**src/rtl/ex_mem_if.sv**
```systemverilog
// Execute -> memory stage bus: stage controls, execute-side inputs and
// the registered outputs of the EX/MEM pipeline register.
interface ex_mem_if #(
    parameter int REG_ADDR_W = 5
);
    // Stage controls and execute-side inputs
    logic                  stall;
    logic                  flush;
    logic                  in_valid;
    logic [31:0]           alu_out;
    logic                  alu_zero;
    logic [2:0]            branch_type;
    logic [31:0]           branch_target;
    logic [31:0]           pc_plus4;
    logic [REG_ADDR_W-1:0] rd_addr;
    logic                  reg_write;
    logic                  mem_read;
    logic                  mem_write;
    logic [31:0]           store_data;

    // Registered outputs toward the memory stage and fetch
    logic                  out_valid;
    logic [31:0]           mem_addr;
    logic [31:0]           mem_wdata;
    logic [31:0]           wb_data;
    logic [REG_ADDR_W-1:0] rd_out;
    logic                  reg_write_out;
    logic                  mem_read_out;
    logic                  mem_write_out;
    logic                  redirect_valid;
    logic [31:0]           redirect_pc;

    // Handshake: there is no valid/ready backpressure. A slot is accepted
    // on every cycle with stall=0 and flush=0; flush overrides stall and
    // inserts a bubble. out_valid qualifies the registered outputs, and
    // redirect_valid is a single-cycle pulse that fetch must act on.

    // Execute side: drives inputs, observes the registered outputs
    modport master (
        output stall, flush, in_valid, alu_out, alu_zero, branch_type,
               branch_target, pc_plus4, rd_addr, reg_write, mem_read,
               mem_write, store_data,
        input  out_valid, mem_addr, mem_wdata, wb_data, rd_out,
               reg_write_out, mem_read_out, mem_write_out,
               redirect_valid, redirect_pc
    );

    // Pipeline register side
    modport slave (
        input  stall, flush, in_valid, alu_out, alu_zero, branch_type,
               branch_target, pc_plus4, rd_addr, reg_write, mem_read,
               mem_write, store_data,
        output out_valid, mem_addr, mem_wdata, wb_data, rd_out,
               reg_write_out, mem_read_out, mem_write_out,
               redirect_valid, redirect_pc
    );
endinterface

```
**src/rtl/ex_mem_stage.sv**
```systemverilog
// EX/MEM pipeline register for the KGP-RISC core. Resolves branches from
// the ALU flags, issues a one-cycle fetch redirect and squashes the
// wrong-path slots that follow a taken branch.
module ex_mem_stage #(
    parameter int BRANCH_SHADOW = 2,
    parameter int REG_ADDR_W    = 5
) (
    input  logic        clk,
    input  logic        rst,
    ex_mem_if.slave     bus,
    output logic [1:0]  shadow_cnt
);
    localparam logic [2:0] BT_NONE = 3'b000;
    localparam logic [2:0] BT_B    = 3'b001;
    localparam logic [2:0] BT_BZ   = 3'b010;
    localparam logic [2:0] BT_BNZ  = 3'b011;
    localparam logic [2:0] BT_BLTZ = 3'b100;
    localparam logic [2:0] BT_BL   = 3'b101;
    localparam logic [2:0] BT_BR   = 3'b110;

    localparam logic [1:0] SHADOW_INIT = 2'(BRANCH_SHADOW);

    logic accept;
    logic effective;
    logic taken;

    // Branch condition from the ALU flags; 000 and 111 never redirect
    always_comb begin
        taken = 1'b0;
        case (bus.branch_type)
            BT_B, BT_BL, BT_BR: taken = 1'b1;
            BT_BZ:              taken = bus.alu_zero;
            BT_BNZ:             taken = ~bus.alu_zero;
            BT_BLTZ:            taken = bus.alu_out[31];
            BT_NONE:            taken = 1'b0;
            default:            taken = 1'b0;
        endcase
    end

    // A slot is accepted when neither held nor flushed; it only takes effect
    // outside the wrong-path shadow of an earlier taken branch.
    assign accept    = ~bus.stall & ~bus.flush;
    assign effective = accept & bus.in_valid & (shadow_cnt == 2'd0);

    // Pipeline register, redirect pulse and shadow counter
    always_ff @(posedge clk) begin
        if (rst) begin
            bus.out_valid      <= 1'b0;
            bus.mem_addr       <= '0;
            bus.mem_wdata      <= '0;
            bus.wb_data        <= '0;
            bus.rd_out         <= '0;
            bus.reg_write_out  <= 1'b0;
            bus.mem_read_out   <= 1'b0;
            bus.mem_write_out  <= 1'b0;
            bus.redirect_valid <= 1'b0;
            bus.redirect_pc    <= '0;
            shadow_cnt         <= 2'd0;
        end else if (bus.flush) begin
            // Bubble; data outputs are don't-care and simply hold
            bus.out_valid      <= 1'b0;
            bus.reg_write_out  <= 1'b0;
            bus.mem_read_out   <= 1'b0;
            bus.mem_write_out  <= 1'b0;
            bus.redirect_valid <= 1'b0;
            shadow_cnt         <= 2'd0;
        end else if (bus.stall) begin
            // Hold everything; the redirect pulse must not stretch
            bus.redirect_valid <= 1'b0;
        end else begin
            // Data fields load on every accepted slot; validity gates them
            bus.mem_addr       <= bus.alu_out;
            bus.mem_wdata      <= bus.store_data;
            bus.rd_out         <= bus.rd_addr;
            bus.wb_data        <= (bus.branch_type == BT_BL) ? bus.pc_plus4
                                                             : bus.alu_out;
            bus.redirect_pc    <= (bus.branch_type == BT_BR) ? bus.alu_out
                                                             : bus.branch_target;
            bus.out_valid      <= effective;
            bus.reg_write_out  <= effective & bus.reg_write;
            bus.mem_read_out   <= effective & bus.mem_read;
            bus.mem_write_out  <= effective & bus.mem_write;
            bus.redirect_valid <= effective & taken;
            if (shadow_cnt != 2'd0)
                shadow_cnt <= shadow_cnt - 2'd1;
            else if (effective && taken)
                shadow_cnt <= SHADOW_INIT;
        end
    end
endmodule

```
**src/flat_wrapper.sv**
```systemverilog
// flat-port wrapper written by rule: the top's interface ports become plain ports
module ex_mem_stage_flat 
#(
    parameter int BRANCH_SHADOW = 2,
    parameter int REG_ADDR_W    = 5
)
  (clk, rst, shadow_cnt, bus_stall, bus_flush, bus_in_valid, bus_alu_out, bus_alu_zero, bus_branch_type, bus_branch_target, bus_pc_plus4, bus_rd_addr, bus_reg_write, bus_mem_read, bus_mem_write, bus_store_data, bus_out_valid, bus_mem_addr, bus_mem_wdata, bus_wb_data, bus_rd_out, bus_reg_write_out, bus_mem_read_out, bus_mem_write_out, bus_redirect_valid, bus_redirect_pc);
  ex_mem_if #(.REG_ADDR_W(REG_ADDR_W)) bus_i ();
  input  logic clk;
  input  logic rst;
  output logic [1:0] shadow_cnt;
  input wire logic [$bits(bus_i.stall)-1:0] bus_stall;
  input wire logic [$bits(bus_i.flush)-1:0] bus_flush;
  input wire logic [$bits(bus_i.in_valid)-1:0] bus_in_valid;
  input wire logic [$bits(bus_i.alu_out)-1:0] bus_alu_out;
  input wire logic [$bits(bus_i.alu_zero)-1:0] bus_alu_zero;
  input wire logic [$bits(bus_i.branch_type)-1:0] bus_branch_type;
  input wire logic [$bits(bus_i.branch_target)-1:0] bus_branch_target;
  input wire logic [$bits(bus_i.pc_plus4)-1:0] bus_pc_plus4;
  input wire logic [$bits(bus_i.rd_addr)-1:0] bus_rd_addr;
  input wire logic [$bits(bus_i.reg_write)-1:0] bus_reg_write;
  input wire logic [$bits(bus_i.mem_read)-1:0] bus_mem_read;
  input wire logic [$bits(bus_i.mem_write)-1:0] bus_mem_write;
  input wire logic [$bits(bus_i.store_data)-1:0] bus_store_data;
  output wire logic [$bits(bus_i.out_valid)-1:0] bus_out_valid;
  output wire logic [$bits(bus_i.mem_addr)-1:0] bus_mem_addr;
  output wire logic [$bits(bus_i.mem_wdata)-1:0] bus_mem_wdata;
  output wire logic [$bits(bus_i.wb_data)-1:0] bus_wb_data;
  output wire logic [$bits(bus_i.rd_out)-1:0] bus_rd_out;
  output wire logic [$bits(bus_i.reg_write_out)-1:0] bus_reg_write_out;
  output wire logic [$bits(bus_i.mem_read_out)-1:0] bus_mem_read_out;
  output wire logic [$bits(bus_i.mem_write_out)-1:0] bus_mem_write_out;
  output wire logic [$bits(bus_i.redirect_valid)-1:0] bus_redirect_valid;
  output wire logic [$bits(bus_i.redirect_pc)-1:0] bus_redirect_pc;
  assign bus_i.stall = bus_stall;
  assign bus_i.flush = bus_flush;
  assign bus_i.in_valid = bus_in_valid;
  assign bus_i.alu_out = bus_alu_out;
  assign bus_i.alu_zero = bus_alu_zero;
  assign bus_i.branch_type = bus_branch_type;
  assign bus_i.branch_target = bus_branch_target;
  assign bus_i.pc_plus4 = bus_pc_plus4;
  assign bus_i.rd_addr = bus_rd_addr;
  assign bus_i.reg_write = bus_reg_write;
  assign bus_i.mem_read = bus_mem_read;
  assign bus_i.mem_write = bus_mem_write;
  assign bus_i.store_data = bus_store_data;
  assign bus_out_valid = bus_i.out_valid;
  assign bus_mem_addr = bus_i.mem_addr;
  assign bus_mem_wdata = bus_i.mem_wdata;
  assign bus_wb_data = bus_i.wb_data;
  assign bus_rd_out = bus_i.rd_out;
  assign bus_reg_write_out = bus_i.reg_write_out;
  assign bus_mem_read_out = bus_i.mem_read_out;
  assign bus_mem_write_out = bus_i.mem_write_out;
  assign bus_redirect_valid = bus_i.redirect_valid;
  assign bus_redirect_pc = bus_i.redirect_pc;
  ex_mem_stage #(.BRANCH_SHADOW(BRANCH_SHADOW), .REG_ADDR_W(REG_ADDR_W)) u_core (.clk(clk), .rst(rst), .bus(bus_i), .shadow_cnt(shadow_cnt));
endmodule
```
**config.mk**
```make
export PLATFORM = sky130hd
export DESIGN_NAME = ex_mem_stage_flat
export DESIGN_NICKNAME = d
export VERILOG_FILES = /design/src/rtl/ex_mem_if.sv /design/src/rtl/ex_mem_stage.sv /design/src/flat_wrapper.sv
export SDC_FILE = /design/constraint.sdc
export NUM_CORES = 1
export LEC_CHECK = 0
export CORE_MARGIN = 2
export CORE_UTILIZATION = 35
export DETAILED_ROUTE_END_ITERATION = 8
export GPL_ROUTABILITY_DRIVEN = 0
export PLACE_DENSITY_LB_ADDON = 0.1
export SYNTH_ARGS = -nofsm -noshare
export SYNTH_HDL_FRONTEND = slang
export SYNTH_SLANG_ARGS = --single-unit
```
**constraint.sdc**
```tcl
create_clock -name clk -period 3.2 [get_ports clk]
set_input_delay 0.8 -clock clk [delete_from_list [all_inputs] [get_ports clk]]
set_output_delay 0.8 -clock clk [all_outputs]
set_load 0.01 [all_outputs]
```
[Word level (Yosys, flattened, before mapping)]
Index checks and enable logic that the tools add are counted.
Word-level totals
  flip-flop bits (word level): 140
  output and inout bits: 140
  bits of input ports: 145
Operators by class
  reduce and logical (&&, ||, !) cells: 9
  bitwise gates (word level): 10
  equal/unequal tests: 6
  $add $sub $neg: 1
  mux-type cells: 5
Operators by type and width (count)
  two-way mux 32 bit: 2
  equality test 3 bit, second input constant: 3
  bitwise AND 1 bit: 7
  equality test 3 x 2 -> 1 bit, second input constant: 2
  OR reduction 3 bit: 2
  two-way mux 2 bit: 2
  one-hot mux 1 bit (4 select lines): 1
  AND reduction 2 bit: 2
  nonzero test 2 bit: 2
  equality test 3 x 1 -> 1 bit, second input constant: 1
  NOT 1 bit: 3
  zero test 2 bit: 1
  OR reduction 2 bit: 1
  subtractor 2 x 1 -> 2 bit, second input constant: 1
  logical AND 1 bit: 1

[Longest topological paths before layout]
  depth in word-level cells: 7
  gate-level depth with buffers: 7
  depth with buffers taken out: 6

[Worst setup path after synthesis]
OpenSTA, ideal clock, no wires.
  path type: input to register
  start point: input bus_stall
  end point: register u_core.bus.mem_wdata[21]
  library setup time: 0.132 ns
  slack: 1.415 ns
  stages: 7
  arrival: 1.653 ns
  cells stage by stage: buf_2 or2_1 buf_2 buf_6 buf_6 nand2_1 a21oi_1
On the way
  cells in the longest elaborated chain, start to end: 2
RTL lines
  from (decl): RTL line flat_wrapper.sv:12  | input wire logic [$bits(bus_i.stall)-1:0] bus_stall;
  NOT 1 bit (no line)
  AND reduction 2 bit (no line)
  to (signal assigned): RTL line ex_mem_stage.sv:73  | bus.mem_wdata <= bus.store_data;
  to (decl): RTL line ex_mem_if.sv:53  | output out_valid, mem_addr, mem_wdata, wb_data, rd_out,
No other way between the ends.
A chain may end at the register's enable or synchronous reset.

[Final worst setup path]
  start point: register u_core.shadow_cnt[1]
  end point: output shadow_cnt[1]
RTL lines
  from (decl): RTL line ex_mem_stage.sv:11  | output logic [1:0] shadow_cnt
  from (signal assigned): RTL line ex_mem_stage.sv:85  | shadow_cnt <= shadow_cnt - 2'd1;
  to (decl): RTL line flat_wrapper.sv:11  | output logic [1:0] shadow_cnt;
No word-level cell between the ends.

==> out/results.ini <==
[outcome]
outcome = finished clean

[pwr]
leakage_nw = 3.64
p_switching_mw = 1.10
pwr-share-clk_pct = 44.2
peakVddDrop_mv = 0.333
power_density_mw_per_mm2 = 514
power.share.switching_pct = 23.4
p_int_mw = 3.60
finalPower_mw = 4.71
comb_power_share_pct = 15.7
seq_power_share_pct = 40.1

[global_routing]
grt_pass1_vias = 5052
grt_pass1_wl_mm = 26.3
antenna_found_initial = 0
track_usage_pct = 19.9
grt_max_degree = 91
grt.overflow.total = 0

[sta]
slew_headroom_pct = 65.9
fmax_ghz = 0.459
finalCriticalPeriod_ns = 2.18
setup_tns_ns = 0
hold_viol_final = 0
tightestPinTransition_ns = 0.512
maxSlewViolCount = 0
timing.final.crit_share_pct = 68.1
finalClockSkew_ns = 0.00192
finalSetupViolations = 0
rsz0062_at_grt = false

[setup_path]
path_delay_family = buffers and inverters
end_kind = primary output
cp_data_arrival_time_ns = 1.38
required_ns = 2.40
worstSetupPathType = register to primary output
slowest_stage = clkdlybuf4s50_1
start_kind = register
slowest_delay_ns = 0.57
cp.buffers_inverters = 1
cp_max_fo = 4
path_cells = clkdlybuf4s50_1

[cells_and_area]
final_common_cell = clkdlybuf4s50_1
area_delta_synth_final_pct = 62.9
nets = 1033
antenna_cells = 0
drive_gt1_share_pct = 5.67
final_cell_mix = 283 x clkdlybuf4s50_1, 140 x nand2_1, 140 x dfxtp_1

[die]
die_area_mm2 = 0.0171
coreArea_mm2 = 0.0158
ios = 285
die_height_um = 131
num_rows = 46
start_util_pct = 35.7
die_x_um = 131

[cts]
cts_buffers = 17
htreeDepth = 4
cts_root_buf = clkbuf_16
cts_tree = built
ctsHoldBuffers = 0
cts.repair.resized = 0
cts.reportedPaths.clkPinSlew_ns = 0.06
post-cts-setup-buffers = 0
clk_path_buf_depth = 2
clkSinkCount = 140
clk_latency_ns = 0.41

[synthesis]
ys_seq_area_share_pct = 49.8
synthCells = 627
synth_seq_cells = 140
yosys.cell_types.count = 28
ys.warnings.count = 0
syn-num-nets = 774
syn_area_mm2 = 0.00562
syn_avg_cell_area_um2 = 8.97

[detailed_routing]
antenna_left = 0
wl_per_cell_um = 15.8
wl_mm = 17.6
dr.pass1.iters = 4
drt_iter0_markers = 276
drt-vias-per-instance = 4.77
drc = 0
dr_total_vias = 5319

[flow_run]
cap_violations = 0

[place]
port_buffers = 284
dp_hpwl_mm = 12.6

[min_path]
hold_class = register to register

[power by group through the flow]
stage	logic, mW	registers [mW]	clock network [mW]
2_1_floorplan	0.261	1.97	0
3_3_place_gp	0.731	1.92	0
3_5_place_dp	0.741	1.92	0
4_1_cts	0.745	1.89	2.12
5_1_grt	0.799	1.90	2.19
6_report	0.738	1.89	2.08
[flip-flops by register name (all words and copies together), names as in the netlist]
| signal | cells |
|---|---|
| u_core.bus.out_valid | 1 |
| u_core.bus.reg_write_out | 1 |
| u_core.bus.redirect_pc | 32 |
| u_core.bus.mem_write_out | 1 |
| u_core.bus.rd_out | 5 |
| u_core.bus.redirect_valid | 1 |
| u_core.bus.mem_read_out | 1 |
| u_core.bus.wb_data | 32 |
| u_core.shadow_cnt | 2 |
| u_core.bus.mem_wdata | 32 |
| u_core.bus.mem_addr | 32 |
[metrics by stage]
step                std cells  area [µm²]  setup slack (ns)  util [%]  hold slack (ns)
finish                   1115        9160              1.02      58.1            0.452
global route             1115        9160             0.895      58.1            0.468
CTS                      1115        9160              1.00      58.1            0.455
detailed placement       1083        8530             0.605      54.1            0.449
global placement         1083        8530             0.683      54.1            0.442
floorplan                 627        5620              1.41         -            0.481
[metal layers]
| layer | GRT usage [%] | share of wire, % |
|---|---|---|
| met5 | 0 | 0 |
| met4 | 8.95 | 2.6 |
| met2 | 31.4 | 46 |
| met1 | 25.0 | 42 |
| met3 | 6.27 | 8.5 |
[Yosys cell counts (all sizes together)]
library cell	count	area (µm²)
nand2	140	526
buf	39	283
o21ai	1	5.00
nor3	1	5.00
clkbuf	15	56.3
a41o	1	10.0
a211oi	65	518
o2111a	1	11.3
a22oi	3	22.5
inv	2	7.51
mux2i	65	651
or2	2	12.5
nor3b	1	7.51
nand3b	2	15.0
a31oi	1	6.26
and2b	1	10.0
nor2	70	270
and3	2	12.5
a21oi	72	360
dfxtp	140	2800
ha	2	25.0
nand2b	1	6.26
[tightest hold or removal path, cell delays in order, from the launching register on]
cell     delay [ns]
dfxtp_1        0.30
nand2_1        0.05
a21oi_1        0.05
[logic make-up after synthesis]
kind of cell	Yosys count	synth area share, %
buffers and inverters	56	6.16
adders and majority gates	2	0.445
and+or+nand+nor	220	15.4
AOI/OAI and AO/OA	144	16.6
muxes	65	11.6
DFF	140	49.8
[path summary, 6_finish.rpt]
check | startpoint | to | slack, ns | cells past startpoint
setup / recovery | u_core.shadow_cnt[1]$_SDFFE_PP0P_ | shadow_cnt[1] | 1.02 | 1
hold / removal | u_core.bus.mem_addr[22]$_SDFFE_PP0N_ | u_core.bus.mem_addr[22]$_SDFFE_PP0N_ | 0.45 | 2
setup reg to reg | u_core.shadow_cnt[1]$_SDFFE_PP0P_ | u_core.shadow_cnt[0]$_SDFFE_PP0P_ | 1.55 | 6
hold reg to reg | u_core.bus.mem_addr[22]$_SDFFE_PP0N_ | u_core.bus.mem_addr[22]$_SDFFE_PP0N_ | 0.45 | 2
[cell type report]
class                   instances  area, µm²
clock inverters                11        166
flip-flops and latches        140       2800
well taps                     216        270
repair buffers                294       2980
clock buffers                  21        460
inverters                       2       7.51
fillers                      1449       6610
multi-input cells             431       2470
(Power assumes the default switching activity.)
==> variant, RTL diff (same flow settings) <==
`REG_ADDR_W` is set to 5 in 3 places; all go to 4.
--- a/src/rtl/ex_mem_if.sv
+++ b/src/rtl/ex_mem_if.sv
@@ -1,7 +1,7 @@
 // Execute -> memory stage bus: stage controls, execute-side inputs and
 // the registered outputs of the EX/MEM pipeline register.
 interface ex_mem_if #(
-    parameter int REG_ADDR_W = 5
+    parameter int REG_ADDR_W = 4
 );
     // Stage controls and execute-side inputs
     logic                  stall;
--- a/src/rtl/ex_mem_stage.sv
+++ b/src/rtl/ex_mem_stage.sv
@@ -3,7 +3,7 @@
 // wrong-path slots that follow a taken branch.
 module ex_mem_stage #(
     parameter int BRANCH_SHADOW = 2,
-    parameter int REG_ADDR_W    = 5
+    parameter int REG_ADDR_W    = 4
 ) (
     input  logic        clk,
     input  logic        rst,
--- a/src/flat_wrapper.sv
+++ b/src/flat_wrapper.sv
@@ -2,7 +2,7 @@
 module ex_mem_stage_flat 
 #(
     parameter int BRANCH_SHADOW = 2,
-    parameter int REG_ADDR_W    = 5
+    parameter int REG_ADDR_W    = 4
 )
   (clk, rst, shadow_cnt, bus_stall, bus_flush, bus_in_valid, bus_alu_out, bus_alu_zero, bus_branch_type, bus_branch_target, bus_pc_plus4, bus_rd_addr, bus_reg_write, bus_mem_read, bus_mem_write, bus_store_data, bus_out_valid, bus_mem_addr, bus_mem_wdata, bus_wb_data, bus_rd_out, bus_reg_write_out, bus_mem_read_out, bus_mem_write_out, bus_redirect_valid, bus_redirect_pc);
   ex_mem_if #(.REG_ADDR_W(REG_ADDR_W)) bus_i ();
Ports: changed (resized bus_rd_addr and bus_rd_out); port bits go from 285 to 283. The function was not compared with the original's and may differ.
==> variant against the unedited design <==
  * Final area up 0.30%
  * Clock power down 7%
  * Worst setup slack worse by 0.086 ns
  * Power down 3.0%
  * Die area up 2.0%
  * Core utilization down 0.46 points
  * Area after synthesis up 2.1%
  * Sequential cell count down 1
  * Wire length up 3.1%
  * Critical path depth up 4
  * Global-route usage up 0.81 points
  * Largest power group unchanged
==> variant: results (changes against the unedited design) <==
.. list-table::
   :header-rows: 1

   * - Metric
     - Value
   * - Share of synthesized area occupied by flip-flops and latches
     - 48.48% (-1.4 points)
   * - Multi-input gate share of total cell area
     - 27.92% (+0.91 points)
   * - Via count
     - 5,341 (+0.41%)
   * - Distinct cells, synth
     - 29 (+3.6%)
   * - Count of antenna diodes in the layout
     - 1 (+1)
   * - Nets
     - 1,025 (-0.77%)
   * - Power, Total
     - 4.563 mW (-3.0%)
   * - Min-Delay Endpoint
     - u_core.bus.mem_addr[7]$_SDFFE_PP0N_
   * - # clk buffers
     - 25 (+19%)
   * - Crit path DAT
     - 2.58 ns (+1.20 ns)
   * - Highest signal layer in the routed design
     - met5
   * - Via count of the first global-routing pass
     - 5,353 (+6.0%)
   * - Aggregate global-route resource usage
     - 20.70% (+0.81 points)
   * - Final Worst Setup Slack
     - 0.9336 ns (-0.08623 ns)
   * - Final HPWL from detailed placement
     - 13.08 mm (+4.2%)
   * - Total of plain and repair buffers excluding clock buffers
     - 291 (-1.0%)
   * - Ratio of cells with drive above 1 in the final layout
     - 9.193% (+3.5 points)
   * - Result of the run
     - finished clean
   * - Non-clock buffer contribution to total cell area
     - 32.39% (-0.12 points)
   * - Number of clock sinks
     - 139 (-0.71%)
   * - Clock Network Area Fraction
     - 6.347% (-0.50 points)
   * - Critical path startpoint
     - bus_stall
   * - Hold path start
     - u_core.bus.mem_addr[7]$_SDFFE_PP0N_
   * - Post-synthesis adder-cell area fraction
     - 0.4360% (-0.0090 points)
   * - Worst slew margin relative to its limit
     - 58.74% (-7.1 points)
   * - Complex-gate fraction of the synthesized area
     - 16.96% (+0.36 points)
==> variant: cell types whose count changed after synthesis, sizes merged <==
cell	unedited run	this run
clkbuf	15	20
dfxtp	140	139
nand2	140	138
buf	39	34
a21oi	72	71
==> variant: worst max path at each step <==
| stage | endpoint | cells after the start |
|---|---|---|
| final | u_core.bus.wb_data[9]$_SDFFE_PP0N_ | 5 |
| after floorplan | u_core.bus.mem_wdata[11]$_SDFFE_PP0N_ | 7 |
| after detailed placement | u_core.bus.mem_wdata[3]$_SDFFE_PP0N_ | 5 |
| after global routing | u_core.bus.wb_data[9]$_SDFFE_PP0N_ | 5 |
| after global placement | u_core.bus.wb_data[6]$_SDFFE_PP0N_ | 5 |
| after CTS | u_core.bus.mem_wdata[3]$_SDFFE_PP0N_ | 5 |
==> variant: per-layer routing <==
metal	track usage, %	up-vias
li1	-	2660
met1	23.01	2433
met2	36.26	205
met3	6.767	41
met4	8.816	2
met5	0	-
